**config.mk**
```make
export PLATFORM = sky130hd
export DESIGN_NAME = prog_mem_dump_fsm
export DESIGN_NICKNAME = d
export VERILOG_FILES = /design/src/rtl/prog_mem_dump_fsm.sv
export SDC_FILE = /design/constraint.sdc
export NUM_CORES = 1
export LEC_CHECK = 0
export CELL_PAD_IN_SITES_DETAIL_PLACEMENT = 1
export CELL_PAD_IN_SITES_GLOBAL_PLACEMENT = 1
export CORE_MARGIN = 10
export CORE_UTILIZATION = 41
export CTS_CLUSTER_DIAMETER = 60
export DETAILED_ROUTE_END_ITERATION = 8
export GPL_ROUTABILITY_DRIVEN = 0
export HOLD_SLACK_MARGIN = 0.06
export PLACE_DENSITY = 0.89
export SYNTH_ARGS = -nofsm -noshare
export SYNTH_HDL_FRONTEND = slang
export SYNTH_SLANG_ARGS = --single-unit
```
**constraint.sdc**
```tcl
create_clock -name clk -period 6.9 [get_ports clk]
set_clock_uncertainty 0.1 [all_clocks]
set_input_delay 1.38 -clock clk [delete_from_list [all_inputs] [get_ports clk]]
set_output_delay 1.38 -clock clk [all_outputs]
set_load 0.01 [all_outputs]
```
**src/rtl/prog_mem_dump_fsm.sv**
```systemverilog
// Program-memory readback streamer: sends a count header byte, then each
// 32-bit word LSB-first over a byte-wide UART TX handshake.
module prog_mem_dump_fsm #(
    parameter int DATA_WIDTH = 32,
    parameter int BYTE_WIDTH = 8,
    parameter int ADDR_WIDTH = 10
) (
    input  logic                  clk,
    input  logic                  arst_n,
    input  logic                  start,
    input  logic [BYTE_WIDTH-1:0] n_instructions,
    input  logic [DATA_WIDTH-1:0] rd_data,
    input  logic                  tx_ready,
    input  logic                  tx_done,
    output logic                  rd_en,
    output logic [ADDR_WIDTH-1:0] rd_addr,
    output logic                  tx_start,
    output logic [BYTE_WIDTH-1:0] tx_data,
    output logic                  busy,
    output logic                  done,
    output logic [3:0]            state
);

    typedef enum logic [3:0] {
        IDLE      = 4'd0,
        SEND_HDR  = 4'd1,
        WAIT_HDR  = 4'd2,
        RD_REQ    = 4'd3,
        RD_LATCH  = 4'd4,
        SEND_BYTE = 4'd5,
        WAIT_TX   = 4'd6,
        DONE      = 4'd7
    } state_t;

    state_t                  state_reg, state_next;
    logic [BYTE_WIDTH-1:0]   cnt_reg, cnt_next;
    logic [BYTE_WIDTH-1:0]   word_idx_reg, word_idx_next;
    logic [1:0]              byte_idx_reg, byte_idx_next;
    logic [ADDR_WIDTH-1:0]   addr_reg, addr_next;
    logic [DATA_WIDTH-1:0]   word_reg, word_next;
    logic [BYTE_WIDTH-1:0]   tx_data_reg, tx_data_next;
    logic                    tx_start_reg, tx_start_next;
    logic                    tx_done_ok;
    logic [BYTE_WIDTH-1:0]   word_bytes [4];

    generate
        for (genvar gi = 0; gi < 4; gi++) begin : g_byte_split
            assign word_bytes[gi] = word_reg[gi*BYTE_WIDTH +: BYTE_WIDTH];
        end
    endgenerate

    // tx_start is registered so the strobe lines up with the registered tx_data;
    // a tx_done seen in the launch cycle belongs to no byte of ours.
    assign tx_done_ok = tx_done && !tx_start_reg;

    always_ff @(posedge clk) begin
        if (!arst_n) begin
            state_reg    <= IDLE;
            cnt_reg      <= '0;
            word_idx_reg <= '0;
            byte_idx_reg <= '0;
            addr_reg     <= '0;
            word_reg     <= '0;
            tx_data_reg  <= '0;
            tx_start_reg <= 1'b0;
        end else begin
            state_reg    <= state_next;
            cnt_reg      <= cnt_next;
            word_idx_reg <= word_idx_next;
            byte_idx_reg <= byte_idx_next;
            addr_reg     <= addr_next;
            word_reg     <= word_next;
            tx_data_reg  <= tx_data_next;
            tx_start_reg <= tx_start_next;
        end
    end

    always_comb begin
        state_next    = state_reg;
        cnt_next      = cnt_reg;
        word_idx_next = word_idx_reg;
        byte_idx_next = byte_idx_reg;
        addr_next     = addr_reg;
        word_next     = word_reg;
        tx_data_next  = tx_data_reg;
        tx_start_next = 1'b0;

        case (state_reg)
            IDLE: begin
                if (start) begin
                    cnt_next      = n_instructions;
                    word_idx_next = '0;
                    byte_idx_next = '0;
                    addr_next     = '0;
                    state_next    = SEND_HDR;
                end
            end
            SEND_HDR: begin
                if (tx_ready) begin
                    tx_start_next = 1'b1;
                    tx_data_next  = cnt_reg;
                    state_next    = WAIT_HDR;
                end
            end
            WAIT_HDR: begin
                if (tx_done_ok) begin
                    state_next = (cnt_reg == '0) ? DONE : RD_REQ;
                end
            end
            RD_REQ: begin
                state_next = RD_LATCH;
            end
            RD_LATCH: begin
                word_next     = rd_data;
                byte_idx_next = '0;
                state_next    = SEND_BYTE;
            end
            SEND_BYTE: begin
                if (tx_ready) begin
                    tx_start_next = 1'b1;
                    tx_data_next  = word_bytes[byte_idx_reg];
                    state_next    = WAIT_TX;
                end
            end
            WAIT_TX: begin
                if (tx_done_ok) begin
                    if (byte_idx_reg != 2'd3) begin
                        byte_idx_next = byte_idx_reg + 2'd1;
                        state_next    = SEND_BYTE;
                    end else if (word_idx_reg == cnt_reg - BYTE_WIDTH'(1)) begin
                        state_next = DONE;
                    end else begin
                        word_idx_next = word_idx_reg + BYTE_WIDTH'(1);
                        addr_next     = addr_reg + ADDR_WIDTH'(4);
                        state_next    = RD_REQ;
                    end
                end
            end
            DONE: begin
                state_next = IDLE;
            end
            default: begin
                state_next = IDLE;
            end
        endcase
    end

    assign rd_en    = (state_reg == RD_REQ);
    assign rd_addr  = addr_reg;
    assign tx_start = tx_start_reg;
    assign tx_data  = tx_data_reg;
    assign busy     = (state_reg != IDLE);
    assign done     = (state_reg == DONE);
    assign state    = state_reg;

endmodule

```
# [Yosys cells after proc, flatten, opt, wreduce, memory -nomap -nowiden]
# Index checks and enable logic that the tools add are counted.
[word_totals] out_inout_bits=26 ff_bits=73 input_bits=45 word_cells=76
[classes] eq_ne=17 n_lt_le_gt_ge=1 n_bitwise=1 addsub=4 n_reduce_logical=15 muxes=30
[op_table] op="8-bit 2-to-1 mux" n=8
[op_table] op="10-bit 2-to-1 mux" n=4
[op_table] op="8-bit one-hot mux with 2 select lines" n=2
[op_table] op="4-bit one-hot mux with 7 select lines" n=1
[op_table] op="4-bit 2-to-1 mux" n=5
[op_table] op="10-bit one-hot mux with 2 select lines" n=1
[op_table] op="2-bit != test (second input constant)" n=9
[op_table] op="8-bit binary-select mux with 2-bit select" n=1
[op_table] op="4-bit by 3-bit == test with 1-bit output (second input constant)" n=4
[op_table] op="10-bit by 3-bit adder with 10-bit output (second input constant)" n=1
[op_table] op="5-bit AND reduction" n=2
[op_table] op="3-bit 2-to-1 mux" n=3
[op_table] op="8-bit by 1-bit adder with 8-bit output (second input constant)" n=1
[op_table] op="4-bit by 2-bit == test with 1-bit output (second input constant)" n=2
[op_table] op="8-bit == test" n=1
[op_table] op="8-bit logical NOT" n=1
[op_table] op="8-bit by 1-bit subtractor with 8-bit output (second input constant)" n=1
[op_table] op="2-bit 2-to-1 mux" n=3
[op_table] op="2-bit one-hot mux with 3 select lines" n=1
[op_table] op="4-bit by 1-bit == test with 1-bit output (second input constant)" n=1
[op_table] op="4-bit logical NOT" n=1
[op_table] op="2-bit AND reduction" n=2
[op_table] op="4-bit AND reduction" n=1
[op_table] op="2-bit nonzero test" n=2
[op_table] op="other kinds (10)" n=10

# [Depth between registers and ports, before layout]
# Gate-level depths: netlist of the first run.
[logic_depth] depth_word=6 mapped_depth=9

# [Worst setup path after synthesis of the first run]
# OpenSTA, ideal clock, no wires.
[synth_path] path_kind="input port to flip-flop" from="in tx_done" to="reg addr_reg[9] (netlist: rd_addr[9])" path_slack_ps=4178 arrival_time_ps=2552 stages=6 n_path_buf=0 path_cell_list="nor2b_1 -> nand2_1 -> o21ai_0 -> o31ai_2 -> or4_1 -> a21oi_1"
[synth_via] elab_chain_len=3
[synth_lines] item="start: declaration" line_no="14" rtl="input logic tx_done,"
[synth_lines] item="1-bit logical AND" line_no="54" rtl="assign tx_done_ok = tx_done && !tx_start_reg;"
[synth_lines] item="2-bit != test (no line)"
[synth_lines] item="5-bit AND reduction (no line)"
[synth_lines] item="end signal: assignment" line_no="71" rtl="addr_reg <= addr_next;"
[synth_lines] item="end: declaration" line_no="39" rtl="logic [ADDR_WIDTH-1:0] addr_reg, addr_next;"
# No other way between the ends.
# A chain may end at the register's enable or synchronous reset.

# [Worst setup path after layout of the first run]
[layout_path] from="reg state_reg[2] (netlist: state[2])" to="out done"
[layout_via] elab_chain_len=1
[layout_lines] item="start: declaration" line_no="35" rtl="state_t state_reg, state_next;"
[layout_lines] item="start signal: assignment" line_no="67" rtl="state_reg <= state_next;"
[layout_lines] item="4-bit by 3-bit == test with 1-bit output" line_no="153" rtl="assign done = (state_reg == DONE);"
[layout_lines] item="end: declaration" line_no="20" rtl="output logic done,"
# No other way between the ends.

==> results.md, run 1 <==
| Step | Item | This run |
|---|---|---|
| setup path | Type of element launching the critical path | register |
| final layout | Final-layout fill cell count | 956 |
| final layout | Flip-flop count of the largest register after layout | 32 |
| pwr | Sum of internal, switching and leakage power | 0.976 mW |
| run | Max-cap violation count | 0 |
| grt | Total routing resource utilization after global routing | 0.153 |
| clock tree | Number of CTS-inserted buffers | 9 |
| floorplan | Effective utilization at floorplan | 0.429 |
| setup path | Worst endpoint required time | 5.42 ns |
| route | Detail Route Antenna Nets | 0 |
| status | Outcome | completed |
| setup path | Peak per-stage delay on the critical path | 0.72 ns |
| floorplan | Standard-cell rows | 32 |
| yosys | Number of register bits inferred by synthesis | 70 |
| floorplan | Die X | 111 um |
| final layout | Area growth, synth to finish | 26.4% |
| clock tree | Clock tree from TritonCTS | done |
| sta | Final critical-path share of the clock period | 0.497 |
| floorplan | Die footprint | 12200 um^2 |
| floorplan | Standard cell core area | 7850 um^2 |
| pwr | Switch share | 0.302 |
| yosys | Async S/R FF share, synth | 0 |
| sta | Setup repair after global routing missed its margin | false |
| grt | Number of antenna violations at the first check in global routing | 0 |
| setup path | Crit. End Element | output port |
| grt | Global-route wire length before repair | 15.9 mm |
| route | Number of detailed-route iterations in the first pass | 4 |
| yosys | Share of synthesized area occupied by flip-flops and latches | 0.417 |
| yosys | Synth unique cells | 43 |
| floorplan | I/O pin cnt | 71 |
| yosys | Instance count of the mapped netlist | 399 |
| sta | Final Critical Period | 3.43 ns |
| yosys | Synth Area per Inst | 8.43 um^2 |
| pwr | Share of power burned in registers | 0.469 |
| final layout | Final net count | 502 |
| clock tree | Clock input transition at the sequential cells of the worst setup and hold paths | 0.08 ns |
| floorplan | Vert. Die Dim | 111 um |
| pwr | Worst-case vdd ir drop | 101 uV |
| sta | Max Slew Vio Count | 0 |
| placed design | Number of port buffers | 67 |
| pwr | Clk pwr share | 0.332 |
| pwr | Internal power contribution | 0.681 mW |
| route | Via count of the routed design | 3026 |
| setup path | Ordered list of cells on the worst path | inv_1 > nor2_1 > clkdlybuf4s50_1 |
| sta | Final number of setup-violating endpoints | 0 |
| route | Overall routed net length | 9.43 mm |
| yosys | Syn. warnings | 0 |
| yosys | Area fraction of the dominant cell type after synthesis | 0.417 |
| grt | Pin count of the biggest net entering global routing | 57 |
| route | Detailed Route Iter0 Violations | 130 |
| yosys | Top_reg_cell synth | sky130_fd_sc_hd__dfxtp_1 |
| yosys | Synth area leader | sky130_fd_sc_hd__dfxtp_1 |
| clock tree | # hold bufs at CTS | 0 |
| final layout | Number of diodes | 0 |
| pwr | Switching power summed over all nets | 0.294 mW |
| sta | Setup tns final | 0 ns |
| sta | Worst relative slew slack | 0.154 |
| grt | Number of global-route vias before repair | 3315 |
| pwr | Pwr/cell area | 229 nW/um^2 |
| sta | Total count of hold-check failures in the final report | 0 |
| setup path | Cell family contributing the most delay on the critical path | buffers and inverters |
| sta | Worst Max-Slew Pin Slew | 1.26 ns |
| sta | Highest Clock Rate | 292 MHz |
| setup path | Largest fanout of any net on the critical path | 18 |
| min path | Worst min-delay path class | register to register |
| pwr | Leakage dissipation | 1.40 nW |
| route | Final routed DRC violation total | 0 |
| yosys | Post-synth EDFFs | 0 |
| route | Detailed-route wire length per cell | 16.9 um |
| clock tree | CTS Buffer Depth | 2 |
| clock tree | CTS HTree Levels | 3 |
| clock tree | Clock sinks | 70 |
| yosys | Top post-synthesis cells by area | sky130_fd_sc_hd__dfxtp_1 (42%), sky130_fd_sc_hd__nand2_1 (11%), sky130_fd_sc_hd__a21boi_0 (11%) |
| setup path | Crit path arrival time | 1.95 ns |
| clock tree | Clock Tree Root | sky130_fd_sc_hd__clkbuf_8 |
| clock tree | Number of gates given a new drive strength after cts | 0 |
| pwr | Logic pwr share | 0.199 |
| grt | Total gr overflow | 0 |
| setup path | Crit-path slowest cell | sky130_fd_sc_hd__dfxtp_1 |
| setup path | CP bufs+invs | 2 |
| clock tree | Setup Fix Bufs, Post-CTS | 0 |
| clock tree | Clock latency on the worst-skew pair | 0.35 ns |
| route | Ratio of routed vias to standard cells | 5.41 |
| final layout | Fraction of final layout cells sized beyond drive strength 1 | 0.0613 |
| placed design | Estimated wirelength of the detail-placed design | 7.00 mm |
| yosys | Post-synth design cell area | 3360 um^2 |
| setup path | Worst Setup Path Type | register to output port |
Yosys cell counts (2+ instances only):
cell                         n
sky130_fd_sc_hd__buf_4       3
sky130_fd_sc_hd__nand2_1   102
sky130_fd_sc_hd__buf_2       2
sky130_fd_sc_hd__o221ai_1    8
sky130_fd_sc_hd__ha_1        4
sky130_fd_sc_hd__nand2b_1    3
sky130_fd_sc_hd__o31ai_1     4
sky130_fd_sc_hd__clkbuf_1   21
sky130_fd_sc_hd__or3_1       9
sky130_fd_sc_hd__nand3_1     9
sky130_fd_sc_hd__nand4_1     4
sky130_fd_sc_hd__mux2i_1     2
sky130_fd_sc_hd__mux4_2      8
sky130_fd_sc_hd__o211ai_1    2
sky130_fd_sc_hd__xor2_1      3
sky130_fd_sc_hd__nor2b_1     4
sky130_fd_sc_hd__o21ai_0    11
sky130_fd_sc_hd__a21oi_1    16
sky130_fd_sc_hd__nor2_1     12
sky130_fd_sc_hd__inv_1      10
sky130_fd_sc_hd__a21boi_0   50
sky130_fd_sc_hd__nor3_1      7
sky130_fd_sc_hd__or4_1       4
sky130_fd_sc_hd__dfxtp_1    70
sky130_fd_sc_hd__a21o_1      2
sky130_fd_sc_hd__xnor2_1     7
sky130_fd_sc_hd__o31a_1      3
sky130_fd_sc_hd__and2_1      4
metrics by stage:
| step | hold slack [ns] | util | setup slack (ns) | area (um^2) | std cells |
|---|---|---|---|---|---|
| 5_1_grt | 0.398 | 0.542 | 3.26 | 4250 | 559 |
| 3_5_place_dp | 0.358 | 0.518 | 3.28 | 4070 | 544 |
| 6_report | 0.366 | 0.542 | 3.47 | 4250 | 559 |
| 3_3_place_gp | 0.349 | 0.518 | 3.38 | 4070 | 544 |
| 4_1_cts | 0.370 | 0.542 | 3.45 | 4250 | 559 |
| 2_1_floorplan | 0.340 | - | 4.18 | 3370 | 401 |
logic make-up after synthesis:
| family | share of synthesized area |
|---|---|
| other | 0.00111 |
| adders and majority gates | 0.0149 |
| muxes | 0.0595 |
| buffers and inverters | 0.0454 |
| AOI/OAI and AO/OA | 0.221 |
| and+or+nand+nor | 0.216 |
| DFF | 0.417 |
| xor gates and xnor gates | 0.0260 |
worst register-to-register path: stages, from the launching register on:
cell                      delay (ns)
sky130_fd_sc_hd__dfxtp_1        0.39
sky130_fd_sc_hd__inv_1          0.09
sky130_fd_sc_hd__ha_1           0.24
sky130_fd_sc_hd__or3b_1         0.41
sky130_fd_sc_hd__nor4_1         0.32
sky130_fd_sc_hd__o22ai_2        0.16
sky130_fd_sc_hd__o31ai_2        1.04
sky130_fd_sc_hd__o21ai_0        0.30
sky130_fd_sc_hd__a21oi_1        0.20
final cells by class:
cell class | instances | area, um^2 | share of cell area
Clock buffer | 9 | 124 | 0.0291
Clock inverter | 6 | 63.8 | 0.0150
Inverter | 10 | 37.5 | 0.00883
Multi-Input combinational cell | 294 | 1820 | 0.428
Sequential cell | 70 | 1400 | 0.330
Tap cell | 102 | 128 | 0.0300
Timing Repair Buffer | 68 | 678 | 0.159
power by group through the flow:
stage / Combinational (mW) / Clock, mW / Sequential (mW)
after floorplan: 0.129 / 0 / 0.454
after global placement: 0.188 / 0 / 0.465
after detailed placement: 0.195 / 0 / 0.466
after CTS: 0.198 / 0.329 / 0.457
after global routing: 0.217 / 0.347 / 0.462
final: 0.194 / 0.324 / 0.457
cells in the final DEF (no fill, tap or decap), types with 2 or more instances in the layout:
master / instances
sky130_fd_sc_hd__xor2_1: 3
sky130_fd_sc_hd__nand2_1: 102
sky130_fd_sc_hd__and2_1: 4
sky130_fd_sc_hd__clkbuf_8: 9
sky130_fd_sc_hd__nand2b_1: 3
sky130_fd_sc_hd__a21boi_0: 50
sky130_fd_sc_hd__mux2i_1: 2
sky130_fd_sc_hd__conb_1: 3
sky130_fd_sc_hd__nor2b_1: 4
sky130_fd_sc_hd__ha_1: 4
sky130_fd_sc_hd__o31ai_1: 4
sky130_fd_sc_hd__mux4_2: 8
sky130_fd_sc_hd__nor2_1: 11
sky130_fd_sc_hd__dfxtp_1: 70
sky130_fd_sc_hd__clkinvlp_4: 2
sky130_fd_sc_hd__o21ai_0: 11
sky130_fd_sc_hd__o221ai_1: 8
sky130_fd_sc_hd__o31a_1: 3
sky130_fd_sc_hd__clkdlybuf4s50_1: 67
sky130_fd_sc_hd__nor3_1: 7
sky130_fd_sc_hd__or3_1: 9
sky130_fd_sc_hd__or4_1: 4
sky130_fd_sc_hd__clkinv_2: 2
sky130_fd_sc_hd__o211ai_1: 2
sky130_fd_sc_hd__nand3_1: 9
sky130_fd_sc_hd__nand4_1: 4
sky130_fd_sc_hd__a21oi_1: 16
sky130_fd_sc_hd__xnor2_1: 7
sky130_fd_sc_hd__inv_1: 10
sky130_fd_sc_hd__a21o_1: 2
per-layer routing:
layer,wire [um],track usage,share of wire,vias up
met1,4070,0.164,0.43,1452
met3,323,0.0378,0.034,16
met2,4900,0.281,0.52,64
li1,-,-,-,1494
met5,0,0,0,-
met4,148,0.0553,0.016,0
path summary, 6_finish.rpt:
kind                                  start               to  slack, ns  cells after the start
worst min-delay path            word_reg[3]      word_reg[3]       0.37                      2
worst min register to register  word_reg[3]      word_reg[3]       0.37                      2
worst max register to register   cnt_reg[0]  word_idx_reg[3]       3.58                      8
worst max-delay path               state[2]             done       3.47                      3
(Power assumes the default switching activity.)
==> run 2, diff against run 1 <==
--- a/config.mk
+++ b/config.mk
@@ -8,12 +8,12 @@
 export CELL_PAD_IN_SITES_DETAIL_PLACEMENT = 1
 export CELL_PAD_IN_SITES_GLOBAL_PLACEMENT = 1
 export CORE_MARGIN = 10
-export CORE_UTILIZATION = 41
+export CORE_UTILIZATION = 38
 export CTS_CLUSTER_DIAMETER = 60
 export DETAILED_ROUTE_END_ITERATION = 8
 export GPL_ROUTABILITY_DRIVEN = 0
 export HOLD_SLACK_MARGIN = 0.06
-export PLACE_DENSITY = 0.89
+export PLACE_DENSITY = 0.83
 export SYNTH_ARGS = -nofsm -noshare
 export SYNTH_HDL_FRONTEND = slang
 export SYNTH_SLANG_ARGS = --single-unit
==> constraint.sdc (replaced) <==
create_clock -name clk -period 3.2 [get_ports clk]
set_clock_uncertainty 0.1 [all_clocks]
set_input_delay 0.64 -clock clk [delete_from_list [all_inputs] [get_ports clk]]
set_output_delay 0.64 -clock clk [all_outputs]
set_load 0.01 [all_outputs]
==> results.md, run 2 (synthesized netlist as in run 1, its figures left out) <==
| Step | Item | This run |
|---|---|---|
| grt | Pin count of the biggest net entering global routing | 57 |
| final layout | Number of diodes | 0 |
| grt | Global-route wire length before repair | 16.0 mm |
| placed design | Estimated wirelength of the detail-placed design | 6.99 mm |
| grt | Number of antenna violations at the first check in global routing | 0 |
| route | Via count of the routed design | 3072 |
| sta | Final number of setup-violating endpoints | 0 |
| setup path | Ordered list of cells on the worst path | inv_1 > ha_1 > or3b_1 > nor4_1 > o22ai_2 > o31ai_4 > buf_4 > or3_1 > a21oi_1 |
| final layout | Leading cell types in the layout, fill and taps excluded | sky130_fd_sc_hd__nand2_1 (102), sky130_fd_sc_hd__dfxtp_1 (70), sky130_fd_sc_hd__clkdlybuf4s50_1 (67) |
| route | Final routed DRC violation total | 0 |
| sta | Worst relative slew slack | 0.330 |
| setup path | Peak per-stage delay on the critical path | 0.62 ns |
| sta | Final critical-path share of the clock period | 0.883 |
| placed design | Number of port buffers | 67 |
| sta | Final Worst Setup Slack | 0.375 ns |
| final layout | Area growth, synth to finish | 29.6% |
| clock tree | Clock tree from TritonCTS | done |
| sta | Final Critical Period | 2.83 ns |
| sta | Max Slew Vio Count | 0 |
| sta | Highest Clock Rate | 354 MHz |
| floorplan | I/O pin cnt | 71 |
| setup path | Origin of the critical flop-to-flop path | cnt_reg[0] |
| min path | Hold path cells | 2 |
| route | Detail Route Antenna Nets | 0 |
| clock tree | Setup Fix Bufs, Post-CTS | 0 |
| placed design | Place WS | 0.0795 ns |
| final layout | Final net count | 511 |
| setup path | Cell family contributing the most delay on the critical path | compound AO/OA/AOI/OAI gates |
| clock tree | CTS HTree Levels | 3 |
| clock tree | Number of CTS-inserted buffers | 9 |
| route | Number of detailed-route iterations in the first pass | 4 |
| grt | Number of global-route vias before repair | 3305 |
| min path | Worst min-delay path class | register to register |
| setup path | Reg2reg end | rd_addr[6] |
| setup path | CP bufs+invs | 2 |
| min path | WHS Endpoint | word_reg[15] |
| setup path | Number of cell instances on the worst register-to-register path | 9 |
| clock tree | Clock sinks | 70 |
| setup path | Type of element launching the critical path | register |
| final layout | Most frequent standard cell in the layout excluding fill and tap cells | sky130_fd_sc_hd__nand2_1 |
| setup path | Worst-case register-to-register setup slack | 0.37 ns |
| route | Ratio of routed vias to standard cells | 5.34 |
| floorplan | Standard-cell rows | 34 |
| grt | Total gr overflow | 0 |
| run | Max-cap violation count | 0 |
| setup path | Largest fanout of any net on the critical path | 19 |
| final layout | Fraction of final layout cells sized beyond drive strength 1 | 0.0814 |
| floorplan | Effective utilization at floorplan | 0.388 |
| setup path | Crit path arrival time | 2.95 ns |
| clock tree | Clock Tree Root | sky130_fd_sc_hd__clkbuf_8 |
| sta | Setup repair after global routing missed its margin | false |
| setup path | Crit-path slowest cell | sky130_fd_sc_hd__o31ai_4 |
| clock tree | Clock input transition at the sequential cells of the worst setup and hold paths | 0.09 ns |
| sta | Worst Max-Slew Pin Slew | 1.01 ns |
| clock tree | CTS Buffer Depth | 2 |
| pwr | Worst-case vdd ir drop | 205 uV |
| floorplan | Vert. Die Dim | 114 um |
| sta | Setup tns final | 0 ns |
| setup path | Worst endpoint required time | 3.32 ns |
| final layout | Flip-flop count of the largest register after layout | 32 |
| clock tree | Clock latency on the worst-skew pair | 0.35 ns |
| sta | Worst hold-check slack | 0.365 ns |
| grt | Total routing resource utilization after global routing | 0.149 |
| setup path | Crit. End Element | register |
| final layout | Final-layout fill cell count | 1044 |
| route | Overall routed net length | 9.45 mm |
| route | Detailed-route wire length per cell | 16.4 um |
| floorplan | Die footprint | 13000 um^2 |
| floorplan | Die X | 114 um |
| sta | Total count of hold-check failures in the final report | 0 |
| route | Detailed Route Iter0 Violations | 87 |
| pwr | Pwr/cell area | 505 nW/um^2 |
| clock tree | # hold bufs at CTS | 0 |
| floorplan | Standard cell core area | 8680 um^2 |
| pwr | Leakage dissipation | 1.46 nW |
| status | Outcome | completed |
| min path | Launch point of the worst hold path | word_reg[15] |
| setup path | Worst Setup Path Type | register to register |
==> run 2: cell count changes in the layout (fill, tap and decap cells not counted) <==
cell	delta
sky130_fd_sc_hd__buf_4	+9
sky130_fd_sc_hd__clkinv_2	-2
sky130_fd_sc_hd__clkinvlp_4	-1
sky130_fd_sc_hd__inv_6	+2
sky130_fd_sc_hd__inv_8	+2
sky130_fd_sc_hd__o31ai_2	-1
sky130_fd_sc_hd__o31ai_4	+1
==> run 2: layout make-up <==
type	instances	area, um^2	share of cell area
repair buffers	77	746	0.171
well taps	108	135	0.0310
inverters	10	37.5	0.00861
clock buffers	9	124	0.0284
flip-flops and latches	70	1400	0.321
multi-input cells	294	1830	0.420
clock inverters	7	86.3	0.0198
==> run 2: worst min-delay path, stage by stage, from the launching register on <==
cell                       delay, ns
sky130_fd_sc_hd__dfxtp_1        0.32
sky130_fd_sc_hd__nand2_1        0.05
sky130_fd_sc_hd__a21boi_0       0.06
==> run 2: per-layer routing <==
metal	GRT usage	share of wire	vias to the layer above
met3	0.0461	0.052	12
met2	0.261	0.51	76
met1	0.169	0.42	1464
met4	0.0443	0.015	0
met5	0	0	-
li1	-	-	1520
==> run 2: how the worst max path moves through the flow <==
stage,to,cells after the start,startpoint
after floorplan,rd_addr[9],8,cnt_reg[0]
after global placement,rd_addr[7],9,cnt_reg[0]
after detailed placement,rd_addr[7],9,cnt_reg[0]
after CTS,rd_addr[7],9,cnt_reg[0]
after global routing,rd_addr[6],9,cnt_reg[0]
final,rd_addr[6],9,cnt_reg[0]
==> run 2: through the flow <==
| stage | std cells | util | area (um^2) | power, mW |
|---|---|---|---|---|
| 2_1_floorplan | 401 | - | 3370 | 1.26 |
| 3_3_place_gp | 559 | 0.477 | 4140 | 1.43 |
| 3_5_place_dp | 559 | 0.477 | 4140 | 1.45 |
| 4_1_cts | 575 | 0.501 | 4350 | 2.22 |
| 5_1_grt | 575 | 0.502 | 4360 | 2.32 |
| 6_report | 575 | 0.502 | 4360 | 2.20 |
==> run 2: report_power, final <==
group          switching, mW  internal [mW]  total [mW]
clock                  0.389          0.378       0.766
sequential            0.0478          0.919       0.966
combinational          0.251          0.216       0.467
==> run 2: what timing repair did <==
| item | 4_1_cts | 5_1_grt |
|---|---|---|
| resized for setup | 0 | 1 |
| hold endpoints to repair | 0 | 0 |
| endpoints found under the setup margin | 0 | 11 |
